--- config.mk ---
export PLATFORM = sky130hd
export DESIGN_NAME = hash_steer
export DESIGN_NICKNAME = d
export VERILOG_FILES = /design/src/rtl/hash_steer.sv
export SDC_FILE = /design/constraint.sdc
export NUM_CORES = 1
export LEC_CHECK = 0
export ABC_AREA = 0
export CAP_MARGIN = 20
export CORE_AREA = 2 2 497 499
export CTS_BUF_LIST = sky130_fd_sc_hd__clkbuf_4
export DETAILED_ROUTE_END_ITERATION = 8
export DIE_AREA = 0 0 499 501
export DONT_BUFFER_PORTS = 1
export SKIP_LAST_GASP = 1
export SLEW_MARGIN = 20
export SYNTH_ARGS = -nofsm -noshare
export SYNTH_HDL_FRONTEND = slang
export SYNTH_SLANG_ARGS = --single-unit
--- constraint.sdc ---
create_clock -name clk -period 3 [get_ports clk]
set_input_delay 0.15 -clock clk [delete_from_list [all_inputs] [get_ports clk]]
set_output_delay 0.15 -clock clk [all_outputs]
set_load 0.02 [all_outputs]
--- src/rtl/hash_steer.sv ---
// Per-packet flow steering: fold the packet hash to a destination index, then forward the
// packet's beats through a one-entry output register to exactly one of NUM_DST queues.
// Also keeps a free-running 32-bit packet counter per destination.
module hash_steer #(
  parameter int unsigned DATA_W        = 512,
  parameter int unsigned PADBYTES_W    = $clog2(DATA_W / 8),
  parameter int unsigned NUM_DST       = 4,
  parameter int unsigned DST_W         = (NUM_DST > 1) ? $clog2(NUM_DST) : 1,
  parameter int unsigned DEFAULT_DST   = 0,
  parameter int unsigned HASH_STRUCT_W = 96
) (
  input  logic                    clk,
  input  logic                    rst,
  // Metadata record
  input  logic                    parser_steer_meta_val,
  input  logic                    parser_steer_hash_val,
  input  logic [HASH_STRUCT_W-1:0] parser_steer_hash_data,
  output logic                    steer_parser_meta_rdy,
  // Input beats
  input  logic                    parser_steer_data_val,
  input  logic [DATA_W-1:0]       parser_steer_data,
  input  logic [PADBYTES_W-1:0]   parser_steer_padbytes,
  input  logic                    parser_steer_last,
  output logic                    steer_parser_data_rdy,
  // Output beats, shared bus with one-hot valid
  output logic [NUM_DST-1:0]      steer_dst_data_val,
  output logic [DATA_W-1:0]       steer_dst_data,
  output logic [PADBYTES_W-1:0]   steer_dst_padbytes,
  output logic                    steer_dst_last,
  input  logic [NUM_DST-1:0]      dst_steer_data_rdy,
  // Debug counters
  output logic [NUM_DST*32-1:0]   steer_pkt_cnt
);

  localparam int unsigned NumWords = (HASH_STRUCT_W + 31) / 32;
  localparam int unsigned PadW     = NumWords * 32;

  typedef enum logic [0:0] {StIdle, StData} state_e;

  state_e                  state_q;
  logic [DST_W-1:0]        cur_dst_q;
  logic [DST_W-1:0]        meta_dst;
  logic [PadW-1:0]         hash_pad;
  logic [31:0]             fold;

  logic                    out_val_q;
  logic [DST_W-1:0]        out_dst_q;
  logic [DATA_W-1:0]       out_data_q;
  logic [PADBYTES_W-1:0]   out_pad_q;
  logic                    out_last_q;
  logic                    out_dst_rdy;
  logic                    beat_acc;
  logic                    pkt_done;

  logic [NUM_DST*32-1:0]   cnt_q;
  logic [NUM_DST*32-1:0]   cnt_d;

  assign hash_pad = PadW'(parser_steer_hash_data);

  // XOR-fold the zero-padded hash record into one 32-bit word
  always_comb begin
    fold = '0;
    for (int unsigned w = 0; w < NumWords; w++) begin
      fold = fold ^ hash_pad[32*w +: 32];
    end
  end

  // Destination for the record currently offered on the metadata port
  always_comb begin
    meta_dst = '0;
    if (NUM_DST > 1) begin
      meta_dst = parser_steer_hash_val ? fold[DST_W-1:0] : DST_W'(DEFAULT_DST);
    end
  end

  assign out_dst_rdy           = dst_steer_data_rdy[out_dst_q];
  assign steer_parser_meta_rdy = (state_q == StIdle);
  // A beat may enter whenever the output register is empty or is draining this cycle
  assign steer_parser_data_rdy = (state_q == StData) && (!out_val_q || out_dst_rdy);
  assign beat_acc              = parser_steer_data_val && steer_parser_data_rdy;
  assign pkt_done              = beat_acc && parser_steer_last;

  // Packet-level FSM: latch the destination from metadata, return to idle on the last beat
  always_ff @(posedge clk) begin
    if (rst) begin
      state_q   <= StIdle;
      cur_dst_q <= '0;
    end else begin
      unique case (state_q)
        StIdle: begin
          if (parser_steer_meta_val) begin
            cur_dst_q <= meta_dst;
            state_q   <= StData;
          end
        end
        StData: begin
          if (pkt_done) state_q <= StIdle;
        end
        default: state_q <= StIdle;
      endcase
    end
  end

  // One-entry output register; destination is stored per beat so a held last beat
  // of one packet does not block metadata for the next
  always_ff @(posedge clk) begin
    if (rst) begin
      out_val_q  <= 1'b0;
      out_dst_q  <= '0;
      out_data_q <= '0;
      out_pad_q  <= '0;
      out_last_q <= 1'b0;
    end else if (beat_acc) begin
      out_val_q  <= 1'b1;
      out_dst_q  <= cur_dst_q;
      out_data_q <= parser_steer_data;
      out_pad_q  <= parser_steer_padbytes;
      out_last_q <= parser_steer_last;
    end else if (out_val_q && out_dst_rdy) begin
      out_val_q  <= 1'b0;
    end
  end

  // Decode the stored destination onto the one-hot valid
  always_comb begin
    steer_dst_data_val = '0;
    if (out_val_q) steer_dst_data_val[out_dst_q] = 1'b1;
  end

  assign steer_dst_data     = out_data_q;
  assign steer_dst_padbytes = out_pad_q;
  assign steer_dst_last     = out_last_q;

  // Count packets when their last beat is accepted at the input
  always_comb begin
    cnt_d = cnt_q;
    if (pkt_done) begin
      cnt_d[32*cur_dst_q +: 32] = cnt_q[32*cur_dst_q +: 32] + 32'd1;
    end
  end

  // Counter state
  always_ff @(posedge clk) begin
    if (rst) cnt_q <= '0;
    else     cnt_q <= cnt_d;
  end

  assign steer_pkt_cnt = cnt_q;

endmodule

==> impl_metrics.json, run 1 <==
{
  "design_area_um2": 40550,
  "synth-seq-cells": 653,
  "cts_max_path_buffers": 3,
  "final_cell_mix": "nand2_1 (1,183), dlygate4sd3_1 (976), dfxtp_1 (649)",
  "rows": 182,
  "drc_errors": 0,
  "start_util_pct": 9.626,
  "avgSynthCellArea_um2": 8.154,
  "rr_endpoint": "steer_dst_data[116]",
  "vias_per_cell": 3.595,
  "worst_setup_path_end_kind": "flip-flop",
  "setup_ws_ns": 0.06648,
  "utilization_pct": 16.56,
  "synth_compound_area_share_pct": 14.05,
  "core_area_um2": 244800,
  "dp.cells": 6029,
  "synth_mux_area_share_pct": 3.170,
  "h-tree-depth": 4,
  "crit_required_ns": 3.94,
  "tightest_slew_ns": 1.683,
  "place_area_um2": 28080,
  "synthSimpleGateAreaFrac_pct": 22.15,
  "syn_nets": 3520,
  "synth_cells": 2890,
  "ys_warn_count": 0,
  "dieArea_um2": 250000,
  "relSlewSlack_pct": -12.19,
  "timing.final.crit_share_pct": 97.78,
  "vias": 26669,
  "seq_area_frac_synth_pct": 55.47,
  "power_density_nw_per_um2": 516.0,
  "worstPathCellList": "mux4_2, nand2b_4, nor2b_4, buf_12, buf_12, buf_4, nand2_1, dlygate4sd3_1, a21oi_1",
  "syn_area_um2": 23570,
  "path_class": "flip-flop to flip-flop",
  "dp_hpwl_um": 161600,
  "holdPathStages": 1,
  "die_w_um": 499,
  "synth_top_area_cell": "dfxtp_1",
  "worst-path-max-fanout": 17,
  "start_kind": "flip-flop",
  "area_delta_synth_final_pct": 72.08,
  "rsz0062_at_grt": "true",
  "clk_latency_ns": 1.23,
  "worstPathArrival_ns": 3.87,
  "async_flop_share_pct": 0,
  "gp_congestion": 0.9180,
  "root_buffer": "clkbuf_4",
  "reg2reg_depth": 9,
  "maxCapViolCount": 0,
  "violations": "hold timing, slew limit",
  "synth_xor_area_share_pct": 1.264,
  "grt_pass1_vias": 26243,
  "synth_top_area_share_pct": 55.47,
  "pin_count": 1277,
  "hp-start": "rst",
  "track_usage_pct": 15.17,
  "synthTopCellsByArea": "dfxtp_1 (55%), nand2_1 (19%), a21oi_1 (12%)",
  "synth_edf_count": 0,
  "p_leak_uw": 0.01277,
  "drive_gt1_share_pct": 11.45,
  "r2r_start": "out_dst_q[0]",
  "drtIter0Drc": 1601,
  "cts_tree": "yes",
  "cts_made_buffers": 194,
  "outcome": "complete, but fails checks",
  "io_buffers": 0,
  "min_period_ns": 2.934,
  "final_nets": 4611,
  "grt_first_pass_wirelength_um": 249200,
  "stdcell_count": 7419,
  "layout_commonest_cell": "nand2_1",
  "synth_top_family_by_area": "simple AND/OR/NAND/NOR gates",
  "clock_skew_ns": 0.09987,
  "whs_ns": -0.9161,
  "synth_ff_type": "dfxtp_1",
  "wl_per_cell_um": 26.84,
  "routed_wirelength_um": 199200,
  "synth_fa_ha_area_share_pct": 0.3186,
  "grt_max_degree": 559,
  "fmax_mhz": 340.9,
  "hold_path_end": "steer_dst_data[269]",
  "cp_top_family": "buffers and inverters",
  "path_common_cell": "buf_12",
  "netlist-cell-type-count": 41,
  "reg2reg_slack_ns": 0.07,
  "first_pass_iters": 5,
  "clk_pin_slew_ns": 0.06,
  "ir_drop_mv": 0.3384,
  "place_ws_ns": 0.1773,
  "ant_nets": 0,
  "antenna_found_initial": 157,
  "overflow": 0,
  "clock-sinks": 653,
  "cp_slowest_cell": "dlygate4sd3_1",
  "min_path_type": "input port to flip-flop",
  "worst-path-buf-inv": 4,
  "die_h_um": 501,
  "hold_violations": 547,
  "slew_violations": 178,
  "setup_viol": 0,
  "crit_path_max_incr_delay_ns": 0.63
}
-- worst register-to-register path, cell delays in order, from the launching register on --
cell and delay [ns]:
dfxtp_4 0.38, mux4_2 0.54, nand2b_4 0.19, nor2b_4 0.16, buf_12 0.15, buf_12 0.18, buf_4 0.29, nand2_1 0.14
dlygate4sd3_1 0.63, a21oi_1 0.08
-- kinds of logic after synthesis --
group / after synthesis
compound gates: 657
buf+inv: 210
simple gates: 1297
fa+ha+maj: 6
flops: 653
xor+xnor: 34
mux: 33
-- flip-flops by register name, indices dropped and copies added, names as in the netlist --
signal              flops
cur_dst_q               2
out_dst_q               2
out_val_q               1
state_q                 1
steer_dst_data        512
steer_dst_last          1
steer_dst_padbytes      6
steer_pkt_cnt         128
-- timing repair --
action                                  CTS  global route
gates resized for setup                   5             8
setup buffers                             0             0
endpoints found under the hold margin   653           626
endpoints found under the setup margin    1            12
hold buffers                            890            86
pin swaps                                 0             0
-- area by class of cell --
| class | count | area [µm²] |
|---|---|---|
| timing repair buffer | 1100 | 11060 |
| tap | 3220 | 4029 |
| clock buffer | 258 | 1937 |
| sequential | 653 | 13080 |
| inverter | 5 | 22.52 |
| fill | 27201 | 204200 |
| antenna | 78 | 195.2 |
| multi-input combinational | 2027 | 9697 |
| clock inverter | 78 | 529.3 |
-- through the flow --
step	setup TNS (ns)	hold WS (ns)	power, µW
2_1_floorplan	0	0.2860	10370
3_3_place_gp	0	0.2563	11100
3_5_place_dp	0	0.2560	11130
4_1_cts	0	-1.219	21280
5_1_grt	-0.09915	-1.151	21980
6_report	0	-0.9161	20930
-- per-layer routing --
layer / up-vias / wire, µm / global-route usage, %
li1: 11875 / - / -
met1: 12360 / 56090 / 12.14
met2: 1763 / 86890 / 23.76
met3: 609 / 42380 / 14.51
met4: 62 / 13380 / 9.119
met5: - / 415 / 0
-- synth_stat cells (12+ instances only) --
cell type  instances
nand3_1           33
nor2_1            12
or3_1             14
xor2_1            13
o21ai_0           83
nand2_1         1183
clkbuf_1         192
o21ai_1           18
a21oi_1          552
mux4_2            32
dfxtp_1          653
xnor2_1           21
-- where the power goes --
part           internal [µW]  switching, µW  total [µW]
combinational           1050            967        2020
sequential              8970            956        9920
clock                   4530           4450        8980
-- how the worst max path moves through the flow --
| stage | startpoint | endpoint | slack, ns | depth (start not counted) |
|---|---|---|---|---|
| 6_report | out_dst_q[0] | steer_dst_data[116] | 0.07 | 9 |
| 5_1_grt | out_dst_q[1] | steer_dst_data[396] | -0.07 | 8 |
| 4_1_cts | state_q | cur_dst_q[1] | 0.02 | 8 |
| 3_5_place_dp | cur_dst_q[0] | steer_pkt_cnt[12] | 0.18 | 9 |
| 3_3_place_gp | cur_dst_q[0] | steer_pkt_cnt[46] | 0.17 | 9 |
| 2_1_floorplan | cur_dst_q[1] | steer_pkt_cnt[119] | 0.58 | 9 |
Note: power is estimated with default switching activity, not from simulation.
==> run 2, diff against run 1 <==
- CAP_MARGIN: 20 -> 25
- REMOVE_ABC_BUFFERS: default -> 1
==> impl_metrics.json, run 2 (synthesis results as in run 1) <==
{
  "final_nets": 4647,
  "clock_skew_ns": 0.08876,
  "rr_endpoint": "steer_dst_data[183]",
  "worst_setup_path_end_kind": "flip-flop",
  "layout_commonest_cell": "nand2_1",
  "grt_max_degree": 559,
  "drive_gt1_share_pct": 11.96,
  "overflow": 0,
  "dieArea_um2": 250000,
  "clkPwrFrac_pct": 42.9,
  "switching_power_uw": 6485,
  "clock-sinks": 653,
  "die_w_um": 499,
  "setup_viol": 0,
  "area_delta_synth_final_pct": 73.28,
  "cts_max_path_buffers": 3,
  "final_cell_mix": "nand2_1 (1,183), dlygate4sd3_1 (991), dfxtp_1 (650)",
  "gp_congestion": 0.8618,
  "reg2reg_depth": 8,
  "die_h_um": 501,
  "hold_path_end": "steer_dst_data[146]",
  "r2r_start": "out_dst_q[0]",
  "p_leak_uw": 0.01297,
  "grt_pass1_vias": 26838,
  "start_kind": "flip-flop",
  "routed_wirelength_um": 205800,
  "power_frac_comb_pct": 9.6,
  "worst-path-max-fanout": 53,
  "relSlewSlack_pct": -15.50,
  "grt.busiest_layer": "met2",
  "clk_pin_slew_ns": 0.07,
  "violations": "hold timing, slew limit",
  "worstPathArrival_ns": 4.08,
  "vias_per_cell": 3.627,
  "num-fill-cells": 27301,
  "grt_util_met2_pct": 23.53,
  "power_uw": 20960,
  "maxCapViolCount": 0,
  "min_period_ns": 2.976,
  "h-tree-depth": 4,
  "path_class": "flip-flop to flip-flop",
  "root_buffer": "clkbuf_4",
  "pin_count": 1277,
  "io_buffers": 0,
  "crit_required_ns": 4.11,
  "fmax_mhz": 336.1,
  "hold_violations": 545,
  "power_density_nw_per_um2": 513.4,
  "ant_nets": 0,
  "drc_errors": 0,
  "tns_ns": 0,
  "use_met3_pct": 14.43,
  "rows": 182,
  "drtIter0Drc": 1978,
  "stdcell_count": 7459,
  "hp-start": "rst",
  "vias": 27057,
  "rsz0062_at_grt": "false",
  "design_area_um2": 40830,
  "timing.final.crit_share_pct": 99.18,
  "power.internal_uw": 14480,
  "whs_ns": -0.9664,
  "ir_drop_mv": 0.2309,
  "antenna_found_initial": 148,
  "dp.cells": 6051,
  "grt_first_pass_wirelength_um": 258000,
  "largest_reg_flops": 512,
  "outcome": "complete, but fails checks",
  "start_util_pct": 9.626,
  "multiInputGateArea_um2": 9693,
  "track_usage_pct": 15.75,
  "layout.area.seq_um2": 13080,
  "wl_per_cell_um": 27.59,
  "sw_frac_of_total_pct": 30.93,
  "holdPathStages": 1,
  "reg2reg_slack_ns": 0.02,
  "clk_latency_ns": 1.25,
  "min_path_type": "input port to flip-flop",
  "p_seq_share_pct": 47.5,
  "cts_made_buffers": 192,
  "place_area_um2": 28230,
  "first_pass_iters": 6,
  "cts_tree": "yes",
  "tightest_slew_ns": 1.732,
  "slew_violations": 152,
  "core_area_um2": 244800,
  "grt_use_met1_pct": 13.67,
  "dp_hpwl_um": 165000
}
==> run 2: layout make-up <==
class	count	area share, %
antenna	76	0.4657
clock buffer	260	4.780
clock inverter	80	1.213
inverter	5	0.04596
multi-input combinational	2027	23.74
sequential	653	32.03
tap	3220	9.866
timing repair buffer	1138	27.86
==> run 2: repair_timing <==
| action | 4_1_cts | 5_1_grt |
|---|---|---|
| endpoints found under the setup margin | 1 | 15 |
| gates cloned | 0 | 1 |
| gates resized for setup | 6 | 2 |
| hold endpoints to repair | 653 | 550 |
| hold buffers | 919 | 72 |
| buffers inserted | 0 | 0 |
==> run 2: routing by layer <==
layer / vias up / routed length [µm]
met4: 52 / 14980
met1: 12450 / 60990
met2: 1907 / 85770
met5: - / 764
met3: 688 / 43280
li1: 11960 / -
==> run 2: stage by stage <==
stage | util, % | setup WS, ns
after floorplan | - | -20.44
after global placement | 11.53 | 0.1619
after detailed placement | 11.53 | 0.1642
after CTS | 16.29 | 0.02630
after global routing | 16.66 | 0.01127
final | 16.68 | 0.02449
==> run 2: worst max-delay path, stage by stage (launching register included) <==
cell and delay (ns):
dfxtp_4 0.36, mux4_2 0.37, nand2b_4 0.16, nor2b_4 0.26, buf_4 0.39, buf_16 0.26
nand2_1 0.15, dlygate4sd3_1 0.64, a21oi_1 0.15
==> run 2: worst max-delay path by stage <==
stage                 startpoint                   to  slack [ns]
floorplan           out_dst_q[0]    steer_pkt_cnt[71]      -20.44
detailed placement  cur_dst_q[0]    steer_pkt_cnt[17]        0.16
finish              out_dst_q[0]  steer_dst_data[183]        0.02
CTS                 out_dst_q[0]  steer_dst_data[464]        0.03
global placement    cur_dst_q[0]    steer_pkt_cnt[77]        0.16
global route        out_dst_q[0]  steer_dst_data[248]        0.01
==> run 2: power groups by stage <==
| stage | clock network, µW | registers [µW] | logic (µW) |
|---|---|---|---|
| final | 9000 | 9950 | 2010 |
| after detailed placement | 0 | 10200 | 991 |
| after floorplan | 0 | 9670 | 832 |
| after CTS | 9390 | 9970 | 1930 |
| after global placement | 0 | 10200 | 965 |
| after global routing | 9760 | 10000 | 2170 |
